`src/rtl/scope_pkg.sv`:
```
// Shared types and correction math for the scope capture/dump path.
package scope_pkg;

  typedef enum logic [2:0] {IDLE, RD, LAT, XMIT, WAIT_TX} dump_state_t;

  localparam int unsigned OG_W  = 16;
  localparam int unsigned SMP_W = 8;
  localparam int unsigned CH_W  = 3;

  // Offset, saturate to a byte, scale by gain/128, saturate again.
  function automatic logic [SMP_W-1:0] og_correct_fn(input logic [7:0] rdata,
                                                     input logic [7:0] offset,
                                                     input logic [7:0] gain);
    logic signed [9:0] sum;
    logic [7:0]        sat;
    logic [15:0]       prod;
    sum = $signed({2'b00, rdata}) + $signed({{2{offset[7]}}, offset});
    if (sum[9])
      sat = 8'h00;
    else if (sum[8])
      sat = 8'hFF;
    else
      sat = sum[7:0];
    prod = 16'(gain) * 16'(sat);
    return prod[15] ? 8'hFF : prod[14:7];
  endfunction

endpackage

```
`src/rtl/og_correct.sv`:
```
// Combinational offset/gain correction of one selected sample.
module og_correct
  import scope_pkg::*;
(
  input  logic [7:0] rdata,
  input  logic [7:0] offset,
  input  logic [7:0] gain,
  output logic [7:0] corr_c
);

  assign corr_c = og_correct_fn(rdata, offset, gain);

endmodule

```
`src/rtl/trace_dump_engine.sv`:
```
// Trace RAM port arbiter between capture writes and a circular dump walk,
// feeding corrected bytes to the UART transmitter.
module trace_dump_engine
  import scope_pkg::*;
#(
  parameter int unsigned NUM_CH = 3,
  parameter int unsigned ADDR_W = 9,
  parameter int unsigned DATA_W = 8
) (
  input  logic                     clk,
  input  logic                     rst_n,
  input  logic                     we,
  input  logic                     cap_en,
  input  logic [ADDR_W-1:0]        cap_addr,
  input  logic [ADDR_W-1:0]        trace_end,
  input  logic                     dump_req,
  input  logic                     dump_all,
  input  logic [CH_W-1:0]          dump_chan,
  input  logic [NUM_CH*OG_W-1:0]   og,
  input  logic [NUM_CH*DATA_W-1:0] ch_rdata,
  input  logic                     tx_done,
  output logic                     en,
  output logic [ADDR_W-1:0]        addr,
  output logic                     ram_trmt,
  output logic [DATA_W-1:0]        ram_tx_data,
  output logic                     dump_busy,
  output logic                     dump_done
);

  localparam logic [CH_W-1:0] LAST_CH = CH_W'(NUM_CH - 1);

  if (DATA_W != 8) begin : g_bad_data_w
    $error("trace_dump_engine: DATA_W must be 8");
  end
  if (NUM_CH < 1 || NUM_CH > 8) begin : g_bad_num_ch
    $error("trace_dump_engine: NUM_CH must be 1..8");
  end

  dump_state_t       state, state_d;
  logic              mode_all, all_d;
  logic [CH_W-1:0]   ch, ch_d, chan_sel;
  logic [ADDR_W-1:0] cnt, cnt_d, addr_d, start_addr;
  logic [DATA_W-1:0] data_d, rdata_sel;
  logic [OG_W-1:0]   og_sel;
  logic [7:0]        corr_c;
  logic              en_d, trmt_d, busy_d, done_d;

  assign start_addr = trace_end + ADDR_W'(1);
  assign chan_sel   = (32'(dump_chan) >= NUM_CH) ? LAST_CH : dump_chan;

  // Channel mux ahead of the single correction datapath.
  assign rdata_sel = DATA_W'(ch_rdata >> (32'(ch) * DATA_W));
  assign og_sel    = OG_W'(og >> (32'(ch) * OG_W));

  og_correct u_og_correct (
    .rdata  (rdata_sel),
    .offset (og_sel[7:0]),
    .gain   (og_sel[15:8]),
    .corr_c (corr_c)
  );

  always_ff @(posedge clk) begin
    if (!rst_n) begin
      state       <= IDLE;
      mode_all    <= 1'b0;
      ch          <= '0;
      cnt         <= '0;
      addr        <= '0;
      en          <= 1'b0;
      ram_trmt    <= 1'b0;
      ram_tx_data <= '0;
      dump_busy   <= 1'b0;
      dump_done   <= 1'b0;
    end else begin
      state       <= state_d;
      mode_all    <= all_d;
      ch          <= ch_d;
      cnt         <= cnt_d;
      addr        <= addr_d;
      en          <= en_d;
      ram_trmt    <= trmt_d;
      ram_tx_data <= data_d;
      dump_busy   <= busy_d;
      dump_done   <= done_d;
    end
  end

  // Next state plus the values every registered output takes next cycle.
  always_comb begin
    state_d = state;
    all_d   = mode_all;
    ch_d    = ch;
    cnt_d   = cnt;
    addr_d  = addr;
    data_d  = ram_tx_data;
    en_d    = 1'b0;
    trmt_d  = 1'b0;
    busy_d  = 1'b0;
    done_d  = 1'b0;
    if (we) begin
      state_d = IDLE;
      en_d    = cap_en;
      addr_d  = cap_addr;
    end else begin
      case (state)
        IDLE: begin
          if (dump_req) begin
            all_d   = dump_all;
            ch_d    = dump_all ? '0 : chan_sel;
            cnt_d   = '0;
            addr_d  = start_addr;
            state_d = RD;
          end
        end
        RD:   state_d = LAT;
        LAT: begin
          data_d  = corr_c;
          state_d = XMIT;
        end
        XMIT: state_d = WAIT_TX;
        WAIT_TX: begin
          if (tx_done) begin
            if (!(&cnt)) begin
              addr_d  = addr + ADDR_W'(1);
              cnt_d   = cnt + ADDR_W'(1);
              state_d = RD;
            end else if (mode_all && ch != LAST_CH) begin
              ch_d    = ch + CH_W'(1);
              addr_d  = start_addr;
              cnt_d   = '0;
              state_d = RD;
            end else begin
              done_d  = 1'b1;
              state_d = IDLE;
            end
          end
        end
        default: state_d = IDLE;
      endcase
      en_d   = (state_d == RD);
      trmt_d = (state_d == XMIT);
      busy_d = (state_d != IDLE) || done_d;
    end
  end

endmodule

```
`config.mk`:
```
export PLATFORM = sky130hd
export DESIGN_NAME = trace_dump_engine
export DESIGN_NICKNAME = d
export VERILOG_FILES = /design/src/rtl/scope_pkg.sv /design/src/rtl/og_correct.sv /design/src/rtl/trace_dump_engine.sv
export SDC_FILE = /design/constraint.sdc
export NUM_CORES = 1
export LEC_CHECK = 0
export BUFFER_PORTS_ARGS = -buffer_cell sky130_fd_sc_hd__buf_2
export CAP_MARGIN = 20
export CORE_ASPECT_RATIO = 2
export CORE_UTILIZATION = 40
export DETAILED_ROUTE_END_ITERATION = 7
export PLACE_DENSITY = 0.66
export REMOVE_ABC_BUFFERS = 1
export SYNTH_ARGS = -nofsm -noshare
export SYNTH_HDL_FRONTEND = slang
export SYNTH_HIERARCHICAL = 1
export SYNTH_SLANG_ARGS = --single-unit
```
`constraint.sdc`:
```
create_clock -name clk -period 9.6 [get_ports clk]
set_input_delay 1.92 -clock clk [delete_from_list [all_inputs] [get_ports clk]]
set_output_delay 1.92 -clock clk [all_outputs]
set_load 0.02 [all_outputs]
```
==> results of run 1 <==
worst max-delay path: cells and delay by family:
family | cells | cell delay, ps
adder cells (fa/ha/maj) | 6 | 2650
AND/OR/NAND/NOR | 10 | 2260
XOR/XNOR | 2 | 700
AO/OA/AOI/OAI | 7 | 1140
buffers and inverters | 3 | 190
multiplexers | 1 | 60
placed cells by master, fill, tap and decap left out, types with 3 or more instances in the layout:
cell type	n
buf_2	120
nor2_1	81
nand2_1	63
a21oi_1	61
and2_1	51
ha_1	48
inv_1	44
dfxtp_1	37
fa_1	36
mux2i_1	29
xnor2_1	21
o21ai_0	18
nor3_1	15
xor2_1	10
nand3_1	9
and3_1	7
a211oi_1	7
nor2b_1	6
nand4_1	6
a21o_1	6
clkbuf_16	5
a31oi_1	4
nor4_1	4
nand2b_1	3
or3_1	3
o211ai_1	3
a211o_1	3
a211oi_2	3
nor4b_1	3
buf_4	3
stage by stage:
stage / util, % / cell area, µm² / hold WS [ps]
6_report: 47.6 / 5970 / 459
5_1_grt: 47.6 / 5970 / 488
4_1_cts: 47.6 / 5970 / 458
3_5_place_dp: 46.2 / 5800 / 449
3_3_place_gp: 46.2 / 5800 / 442
2_1_floorplan: - / 4990 / 454
cells by family after synthesis:
| kind of cell | synth area share [%] |
|---|---|
| AND/OR/NAND/NOR | 25.7 |
| AO/OA/AOI/OAI | 16.2 |
| adder cells (fa/ha/maj) | 25.8 |
| buffers and inverters | 5.72 |
| flip-flops | 14.5 |
| XOR/XNOR | 5.85 |
| multiplexers | 6.19 |
final timing paths:
kind,startpoint,end,slack (ps),depth (start not counted)
worst max register to register,ch[0]$_SDFFE_PN0P_,ram_tx_data[3]$_SDFFE_PN0P_,1340,28
worst min register to register,ram_tx_data[4]$_SDFFE_PN0P_,ram_tx_data[4]$_SDFFE_PN0P_,460,2
worst min-delay path,ram_tx_data[4]$_SDFFE_PN0P_,ram_tx_data[4]$_SDFFE_PN0P_,460,2
worst max-delay path,og[23],ram_tx_data[3]$_SDFFE_PN0P_,820,29
flip-flops by register name, summed over array words and instances (netlist names):
| signal | cells |
|---|---|
| ram_trmt | 1 |
| ram_tx_data | 8 |
| ch | 3 |
| dump_done | 1 |
| mode_all | 1 |
| state | 3 |
| cnt | 9 |
| addr | 9 |
| dump_busy | 1 |
| en | 1 |
final cells by class:
cell class | instances | area [µm²] | area share [%]
diodes | 1 | 2.50 | 0.0419
inverters | 44 | 165 | 2.76
clock inverters | 1 | 30.0 | 0.503
multi-input cells | 540 | 4080 | 68.3
flip-flops and latches | 37 | 741 | 12.4
clock buffers | 7 | 143 | 2.39
well taps | 150 | 188 | 3.14
repair buffers | 123 | 623 | 10.4
power by group:
part	total (mW)	switching [mW]	internal, mW	leakage [nW]
clock	0.192	0.0627	0.130	0.0841
sequential	0.170	0.00871	0.161	0.301
combinational	1.18	0.675	0.507	2.45
total	1.54	0.746	0.798	2.84
metal layers:
metal / share of wire [%] / global-route usage [%] / up-vias
met4: 6.1 / 14.9 / 0
met5: 0 / 0 / -
li1: - / - / 2420
met2: 55 / 42.4 / 169
met3: 4.8 / 3.03 / 47
met1: 34 / 20.8 / 2342
Yosys cell counts, drive strengths merged (10+ instances only):
library cell,count,area share [%]
fa,36,14
inv,44,3.2
xnor2,22,4.1
nor2,81,5.9
o21ai,19,1.9
a21oi,62,6.1
buf,11,1.4
xor2,10,1.7
mux2i,29,5.7
nand2,63,4.6
nor3,15,1.5
clkbuf,14,1.1
dfxtp,37,14
a211oi,10,1.8
ha,48,12
and2,52,6.4
==> flow_metrics.env, run 1 <==
export IMPL_post_cts_resized=0
export IMPL_grt_ovfl_total=0
export IMPL_place_port_buffers=120
export IMPL_viasPerCell=5.51
export IMPL_slew_violations=0
export IMPL_total_power_mw=1.54
export IMPL_wl_per_cell_um=15.4
export IMPL_required_ps=9750
export IMPL_finClkSkew_ps=4.21
export IMPL_grt_setup_unrepaired="no"
export IMPL_netlist_instances=646
export IMPL_pin_count=121
export IMPL_fp_dieH_um=162
export IMPL_clockRootBuffer="clkbuf_16"
export IMPL_die_area_um2=13300
export IMPL_tightestPinTransition_ps=1030
export IMPL_yosysWarnings=6
export IMPL_grt_pass1_wl_um=23000
export IMPL_worst_path_max_fanout=8
export IMPL_drive_gt1_share_pct=19.9
export IMPL_drtIter0Drc=220
export IMPL_grt_util_all_layers_pct=22.3
export IMPL_cts_setup_buffers=0
export IMPL_tns_ps=0
export IMPL_synth_ff_type="dfxtp_1"
export IMPL_std_cell_rows=58
export IMPL_finalHoldViolations=0
export IMPL_async_flop_share_pct=0
export IMPL_hold_buffers=0
export IMPL_relSlewSlack_pct=31.2
export IMPL_die_x_um=82.0
export IMPL_seq_area_frac_synth_pct=14.5
export IMPL_dp_cells=894
export IMPL_fin_cells=903
export IMPL_worst_slack_ps=824
export IMPL_ir_worst_vdd_mv=0.236
export IMPL_power_leakage_nw=2.84
export IMPL_slowest_stage="fa_1"
export IMPL_crit_path_frequent_cell="fa_1"
export IMPL_synth_edf_count=0
export IMPL_cts_clk_slew_worst_paths_ps=60
export IMPL_clock_latency_ps=280
export IMPL_dp_slack_ps=574
export IMPL_yosysUniqueCellTypes=64
export IMPL_synthToLayoutAreaGrowth_pct=16.8
export IMPL_dp_hpwl_um=11600
export IMPL_h_tree_depth=2
export IMPL_fill_cells=1227
export IMPL_clockBufferDepth=2
export IMPL_antenna_found_initial=0
export IMPL_drcViolationCount=0
export IMPL_gp_congestion=0.839
export IMPL_min_path_type="reg -> reg"
export IMPL_status="completed"
export IMPL_nets=935
export IMPL_cts_made_buffers=5
export IMPL_p_per_area_nw_per_um2=258
export IMPL_setup_viol=0
export IMPL_ys_seq_elements=37
export IMPL_initial_core_util_pct=40.8
export IMPL_grt_pass1_vias=5234
export IMPL_start_kind="input port"
export IMPL_vias=4978
export IMPL_max_stage_delay_ps=550
export IMPL_fmax_mhz=114
export IMPL_min_period_ps=8780
export IMPL_numClockSinks=37
export IMPL_grt_max_degree=27
export IMPL_cap_violations=0
export IMPL_coreArea_um2=12600
export IMPL_cts_tree="yes"
export IMPL_finalCritPeriodShare_pct=91.4
export IMPL_dr_pass1_iters=4
export IMPL_arrival_ps=8920
export IMPL_postSynthAreaPerCell_um2=7.92
export IMPL_crit_type="in -> reg"
export IMPL_cp_end_kind="flip-flop"
export IMPL_detail_route_antenna_nets=0
export IMPL_drt_total_wl_um=13900
export IMPL_syn_area_um2=5120
(Power assumes the default switching activity.)
==> run 2: changes to the inputs <==
--- a/config.mk
+++ b/config.mk
@@ -5,13 +5,15 @@
 export SDC_FILE = /design/constraint.sdc
 export NUM_CORES = 1
 export LEC_CHECK = 0
+export ABC_AREA = 1
 export BUFFER_PORTS_ARGS = -buffer_cell sky130_fd_sc_hd__buf_2
 export CAP_MARGIN = 20
 export CORE_ASPECT_RATIO = 2
-export CORE_UTILIZATION = 40
+export CORE_UTILIZATION = 30
 export DETAILED_ROUTE_END_ITERATION = 7
-export PLACE_DENSITY = 0.66
+export PLACE_DENSITY = 0.53
 export REMOVE_ABC_BUFFERS = 1
+export SKIP_LAST_GASP = 1
 export SYNTH_ARGS = -nofsm -noshare
 export SYNTH_HDL_FRONTEND = slang
 export SYNTH_HIERARCHICAL = 1
==> run 2 against run 1 <==
Effect of this change: power decreased by 9.0%; utilization down 12 points; via count rose by 13%; clock skew up 4.0 ps; setup slack better by 820 ps; fmax is 10% higher; clock power is 18% lower; critical path type unchanged; largest power group unchanged.
==> flow_metrics.env, run 2 <==
export IMPL_slowest_stage="fa_1"
export IMPL_power_leakage_nw=3.39
export IMPL_grt_util_all_layers_pct=18.8
export IMPL_grt_max_degree=28
export IMPL_fill_cells=2009
export IMPL_postSynthAreaPerCell_um2=6.20
export IMPL_worst_slack_ps=1640
export IMPL_dr_pass1_iters=4
export IMPL_nets=1153
export IMPL_post_cts_resized=0
export IMPL_syn_area_um2=5340
export IMPL_drive_gt1_share_pct=16.2
export IMPL_seq_area_frac_synth_pct=13.9
export IMPL_crit_path_frequent_cell="nor2_1"
export IMPL_drt_total_wl_um=16700
export IMPL_layout_commonest_cell="nand2_1"
export IMPL_r2r_cells=31
export IMPL_netlist_top_cells_count="179 x nand2_1, 177 x nor2_1, 120 x inv_1, 61 x a21oi_1, 56 x nand3_1"
export IMPL_p_per_area_nw_per_um2=225
export IMPL_worst_path_max_fanout=8
export IMPL_cap_violations=0
export IMPL_holdCritStartpoint="cnt[8]$_SDFFE_PN0P_"
export IMPL_synth_top_area_cell="dfxtp_1"
export IMPL_fmax_mhz=126
export IMPL_multiInputGateArea_um2=4030
export IMPL_hold_ws_ps=475
export IMPL_arrival_ps=8140
export IMPL_grt_pass1_wl_um=26500
export IMPL_start_kind="input port"
export IMPL_numClockSinks=37
export IMPL_pin_count=121
export IMPL_total_power_mw=1.40
export IMPL_min_period_ps=7960
export IMPL_die_area_um2=18400
export IMPL_grt_setup_unrepaired="no"
export IMPL_viasPerCell=4.77
export IMPL_cts_tree="yes"
export IMPL_yosysUniqueCellTypes=35
export IMPL_mostFrequentLayoutCells="179 x nand2_1, 177 x nor2_1, 120 x inv_1, 120 x buf_2, 61 x a21oi_1"
export IMPL_cp_end_kind="flip-flop"
export IMPL_ir_worst_vdd_mv=0.129
export IMPL_finalCritPeriodShare_pct=82.9
export IMPL_synth_edf_count=0
export IMPL_yosysTopAreaCellShare_pct=13.9
export IMPL_grt_ovfl_total=0
export IMPL_gp_congestion=0.868
export IMPL_ys_seq_elements=37
export IMPL_coreArea_um2=17400
export IMPL_grt_use_met1_pct=17.0
export IMPL_reg_largest_list="addr (9), cnt (9), ram_tx_data (8)"
export IMPL_synthToLayoutAreaGrowth_pct=17.0
export IMPL_fin_cells=1178
export IMPL_slew_violations=0
export IMPL_dp_cells=1172
export IMPL_grt_pass1_vias=5712
export IMPL_detail_route_antenna_nets=0
export IMPL_drcViolationCount=0
export IMPL_antennaDiodeCount=0
export IMPL_required_ps=9780
export IMPL_finalHoldViolations=0
export IMPL_netlist_instances=861
export IMPL_h_tree_depth=2
export IMPL_crit_type="in -> reg"
export IMPL_relSlewSlack_pct=34.2
export IMPL_r2r_start="ch[0]$_SDFFE_PN0P_"
export IMPL_holdPathEnd="cnt[8]$_SDFFE_PN0P_"
export IMPL_finClkSkew_ps=8.18
export IMPL_yosysWarnings=6
export IMPL_place_port_buffers=120
export IMPL_hold_depth=2
export IMPL_min_path_type="reg -> reg"
export IMPL_drtIter0Drc=156
export IMPL_tns_ps=0
export IMPL_use_met2_pct=38.5
export IMPL_initial_core_util_pct=30.8
export IMPL_dp_slack_ps=1350
export IMPL_cts_clk_slew_worst_paths_ps=60
export IMPL_tightestPinTransition_ps=985
export IMPL_setup_viol=0
export IMPL_async_flop_share_pct=0
export IMPL_clockRootBuffer="clkbuf_16"
export IMPL_clockBufferDepth=2
export IMPL_wl_per_cell_um=14.2
export IMPL_synth_ff_type="dfxtp_1"
export IMPL_yosysMostFrequentCell="nand2_1"
export IMPL_status="completed"
export IMPL_hold_buffers=0
export IMPL_antenna_found_initial=0
export IMPL_seqCellArea_um2=741
export IMPL_fp_dieH_um=191
export IMPL_r2r_setup_slack_ps=2140
export IMPL_std_cell_rows=68
export IMPL_max_stage_delay_ps=560
export IMPL_cts_made_buffers=5
export IMPL_cts_setup_buffers=0
export IMPL_grt_busiest_layer="met2"
export IMPL_gr_usage_met3_pct=1.40
export IMPL_clock_latency_ps=290
export IMPL_synthTopCellsByArea="dfxtp_1 14%, fa_1 13%, nand2_1 13%"
export IMPL_dp_hpwl_um=14100
export IMPL_die_x_um=96.3
export IMPL_vias=5617
export IMPL_r2r_end="ram_tx_data[7]$_SDFFE_PN0P_"
-- run 2: cell count changes in the layout (fill, tap and decap cells not counted), sizes merged, moves of 9 or more --
cell    change
a211oi      -9
and2       -52
inv        +79
mux2i      -29
nand2     +127
nand3      +52
nor2      +101
nor3       -11
o21ai      +35
xnor2      -14
-- run 2: power by group --
| part | internal (mW) | leakage, nW | switching, mW |
|---|---|---|---|
| registers | 0.159 | 0.301 | 0.00665 |
| clock network | 0.0928 | 0.0655 | 0.0648 |
| logic | 0.399 | 3.02 | 0.682 |
-- run 2: how the worst max path moves through the flow --
stage	startpoint	to	slack, ps
after floorplan	og[0]	ram_tx_data[3]$_SDFFE_PN0P_	2060
after global placement	ch_rdata[0]	ram_tx_data[1]$_SDFFE_PN0P_	1450
after detailed placement	ch_rdata[0]	ram_tx_data[7]$_SDFFE_PN0P_	1350
after CTS	ch_rdata[0]	ram_tx_data[7]$_SDFFE_PN0P_	1630
after global routing	ch_rdata[0]	ram_tx_data[7]$_SDFFE_PN0P_	1200
final	ch_rdata[0]	ram_tx_data[7]$_SDFFE_PN0P_	1640
-- run 2: final cells by class --
| cell class | count | share of cell area (%) |
|---|---|---|
| well taps | 210 | 4.20 |
| clock inverters | 1 | 0.0801 |
| inverters | 124 | 7.45 |
| multi-input cells | 678 | 64.4 |
| clock buffers | 5 | 2.00 |
| flip-flops and latches | 37 | 11.9 |
| repair buffers | 123 | 9.97 |
-- run 2: metal layers --
| layer | vias to the layer above | part of all wire [%] | wire, µm |
|---|---|---|---|
| li1 | 2933 | - | - |
| met1 | 2500 | 35 | 5790 |
| met2 | 142 | 57 | 9600 |
| met3 | 42 | 3.6 | 608 |
| met4 | 0 | 4.4 | 742 |
| met5 | - | 0 | 0 |
-- run 2: critical path, delay by kind of cell --
family          cells  cell delay [ps]
compound gates      6             1220
fa+ha+maj           7             3140
buf+inv             5              450
simple gates       14             1410
-- run 2: stage by stage --
step                      area (µm²)  utilization (%)
after detailed placement        6120             35.3
after global routing            6250             36.0
after CTS                       6250             36.0
after global placement          6120             35.3
after floorplan                 5230                -
final                           6250             36.0
-- run 2: logic make-up after synthesis --
group                      Yosys count  share of synthesized area, %
xor gates and xnor gates            16                          2.62
buffers and inverters              146                          10.7
AOI/OAI and AO/OA                  125                          12.2
and+or+nand+nor                    453                          35.9
adders and majority gates           84                          24.7
DFF                                 37                          13.9
==> run 3: changes to the inputs <==
==> constraint.sdc (replaced) <==
create_clock -name clk -period 7.7 [get_ports clk]
set_input_delay 1.54 -clock clk [delete_from_list [all_inputs] [get_ports clk]]
set_output_delay 1.54 -clock clk [all_outputs]
set_load 0.02 [all_outputs]
==> run 3 against run 2 <==
Effect of this change: clock skew rose by 3.0 ps; critical path type unchanged; critical path depth grew 3; design area up 1.9%; largest cell class unchanged; die area is the same; combinational power grew 27%; sequential power grew 25%; critical endpoint is now ram_tx_data[5]$_SDFFE_PN0P_.
==> flow_metrics.env, run 3 (synthesized netlist as in run 2, its figures left out) <==
export IMPL_wl_met1_um=5560
export IMPL_clockRootBuffer="clkbuf_16"
export IMPL_grt_util_all_layers_pct=18.9
export IMPL_tightestPinTransition_ps=927
export IMPL_drt_total_wl_um=16600
export IMPL_crit_path_frequent_cell="inv_1"
export IMPL_numClockSinks=37
export IMPL_nets=1162
export IMPL_power_leakage_nw=3.44
export IMPL_cp_end_kind="flip-flop"
export IMPL_wl_met2_um=9730
export IMPL_start_kind="input port"
export IMPL_crit_type="in -> reg"
export IMPL_h_tree_depth=2
export IMPL_dr_pass1_iters=5
export IMPL_cts_clk_slew_worst_paths_ps=60
export IMPL_finalHoldViolations=0
export IMPL_die_x_um=96.3
export IMPL_fin_util_pct=36.7
export IMPL_total_power_mw=1.78
export IMPL_vias=5672
export IMPL_finClkSkew_ps=11.2
export IMPL_clockBufferDepth=2
export IMPL_slew_violations=0
export IMPL_drtIter0Drc=151
export IMPL_grt_pass1_vias=5715
export IMPL_max_stage_delay_ps=540
export IMPL_antennaDiodeCount=0
export IMPL_dp_slack_ps=-60.4
export IMPL_arrival_ps=7420
export IMPL_status="completed"
export IMPL_dp_hpwl_um=14000
export IMPL_placed_area_um2=6190
export IMPL_std_cell_rows=68
export IMPL_wl_per_cell_um=14.0
export IMPL_coreArea_um2=17400
export IMPL_finalCritPeriodShare_pct=94.0
export IMPL_layout_commonest_cell="nand2_1"
export IMPL_place_port_buffers=120
export IMPL_hold_buffers=0
export IMPL_grt_max_degree=27
export IMPL_min_period_ps=7240
export IMPL_reg_largest_list="addr (9), cnt (9), ram_tx_data (8)"
export IMPL_grt_setup_unrepaired="no"
export IMPL_antenna_found_initial=0
export IMPL_viasPerCell=4.77
export IMPL_initial_core_util_pct=30.8
export IMPL_pin_count=121
export IMPL_setup_viol=0
export IMPL_grt_pass1_wl_um=26500
export IMPL_worst_slack_ps=460
export IMPL_ir_worst_vdd_mv=0.148
export IMPL_relSlewSlack_pct=38.1
export IMPL_fp_dieH_um=191
export IMPL_cap_violations=0
export IMPL_mostFrequentLayoutCells="179 x nand2_1, 174 x nor2_1, 120 x buf_2"
export IMPL_min_path_type="reg -> reg"
export IMPL_drive_gt1_share_pct=18.2
export IMPL_drcViolationCount=0
export IMPL_final_design_area_no_fill_um2=6370
export IMPL_synthToLayoutAreaGrowth_pct=19.3
export IMPL_worst_path_max_fanout=6
export IMPL_required_ps=7880
export IMPL_gp_congestion=0.907
export IMPL_grt_ovfl_total=0
export IMPL_fill_cells=2014
export IMPL_wl_met3_um=673
export IMPL_p_per_area_nw_per_um2=280
export IMPL_detail_route_antenna_nets=0
export IMPL_cts_tree="yes"
export IMPL_slowest_stage="fa_1"
export IMPL_fmax_mhz=138
export IMPL_cts_made_buffers=5
export IMPL_clock_latency_ps=300
export IMPL_die_area_um2=18400
export IMPL_topRoutingLayerUsed="met4"
-- run 3: cell types whose count changed in the layout (fill, tap and decap cells not counted), moves of 2 or more --
cell     before  now
inv_1       120  118
inv_2         3    5
buf_4         3   12
a21oi_2       0    3
a21oi_1      61   58
nor2_1      177  174
nor2_2        3    6
-- run 3: worst paths after layout --
check / from / end / slack (ps) / cells past startpoint
worst max-delay path: ch_rdata[0] / ram_tx_data[5]$_SDFFE_PN0P_ / 460 / 35
worst min register to register: cnt[8]$_SDFFE_PN0P_ / cnt[8]$_SDFFE_PN0P_ / 480 / 2
worst max register to register: ch[0]$_SDFFE_PN0P_ / ram_tx_data[5]$_SDFFE_PN0P_ / 850 / 34
worst min-delay path: cnt[8]$_SDFFE_PN0P_ / cnt[8]$_SDFFE_PN0P_ / 480 / 2
-- run 3: stage by stage --
step,std cells,setup TNS [ps],hold WS (ps)
finish,1189,0,476
global route,1189,0,514
CTS,1189,0,475
floorplan,839,0,450
detailed placement,1181,-396,466
global placement,1181,0,459
-- run 3: worst max-delay path, delay by kind of cell --
family	cells	cell delay, ps
AO/OA/AOI/OAI	7	980
buffers and inverters	8	700
AND/OR/NAND/NOR	12	960
adder cells (fa/ha/maj)	7	3090
XOR/XNOR	1	150
-- run 3: layout make-up --
type	instances	area, µm²	area share [%]
sequential	37	741	11.6
tap	210	263	4.13
inverter	124	465	7.31
multi-input combinational	678	4070	63.9
clock buffer	5	125	1.96
clock inverter	3	17.5	0.275
timing repair buffer	132	691	10.8
-- run 3: report_power, final --
part	switching (mW)	total [mW]	internal (mW)	leakage, nW
clock	0.0868	0.206	0.119	0.0696
sequential	0.00932	0.208	0.199	0.301
combinational	0.858	1.37	0.511	3.07
total	0.954	1.78	0.828	3.44
-- run 3: metal layers --
metal,vias up,GRT usage [%]
li1,2953,-
met1,2530,16.4
met2,154,39.6
met3,35,1.71
met4,0,9.39
met5,-,0
-- run 3: repair_timing --
item,CTS,global route
gates resized for setup,0,12
hold endpoints to repair,0,0
setup endpoints to repair,0,8
buffers inserted,0,0
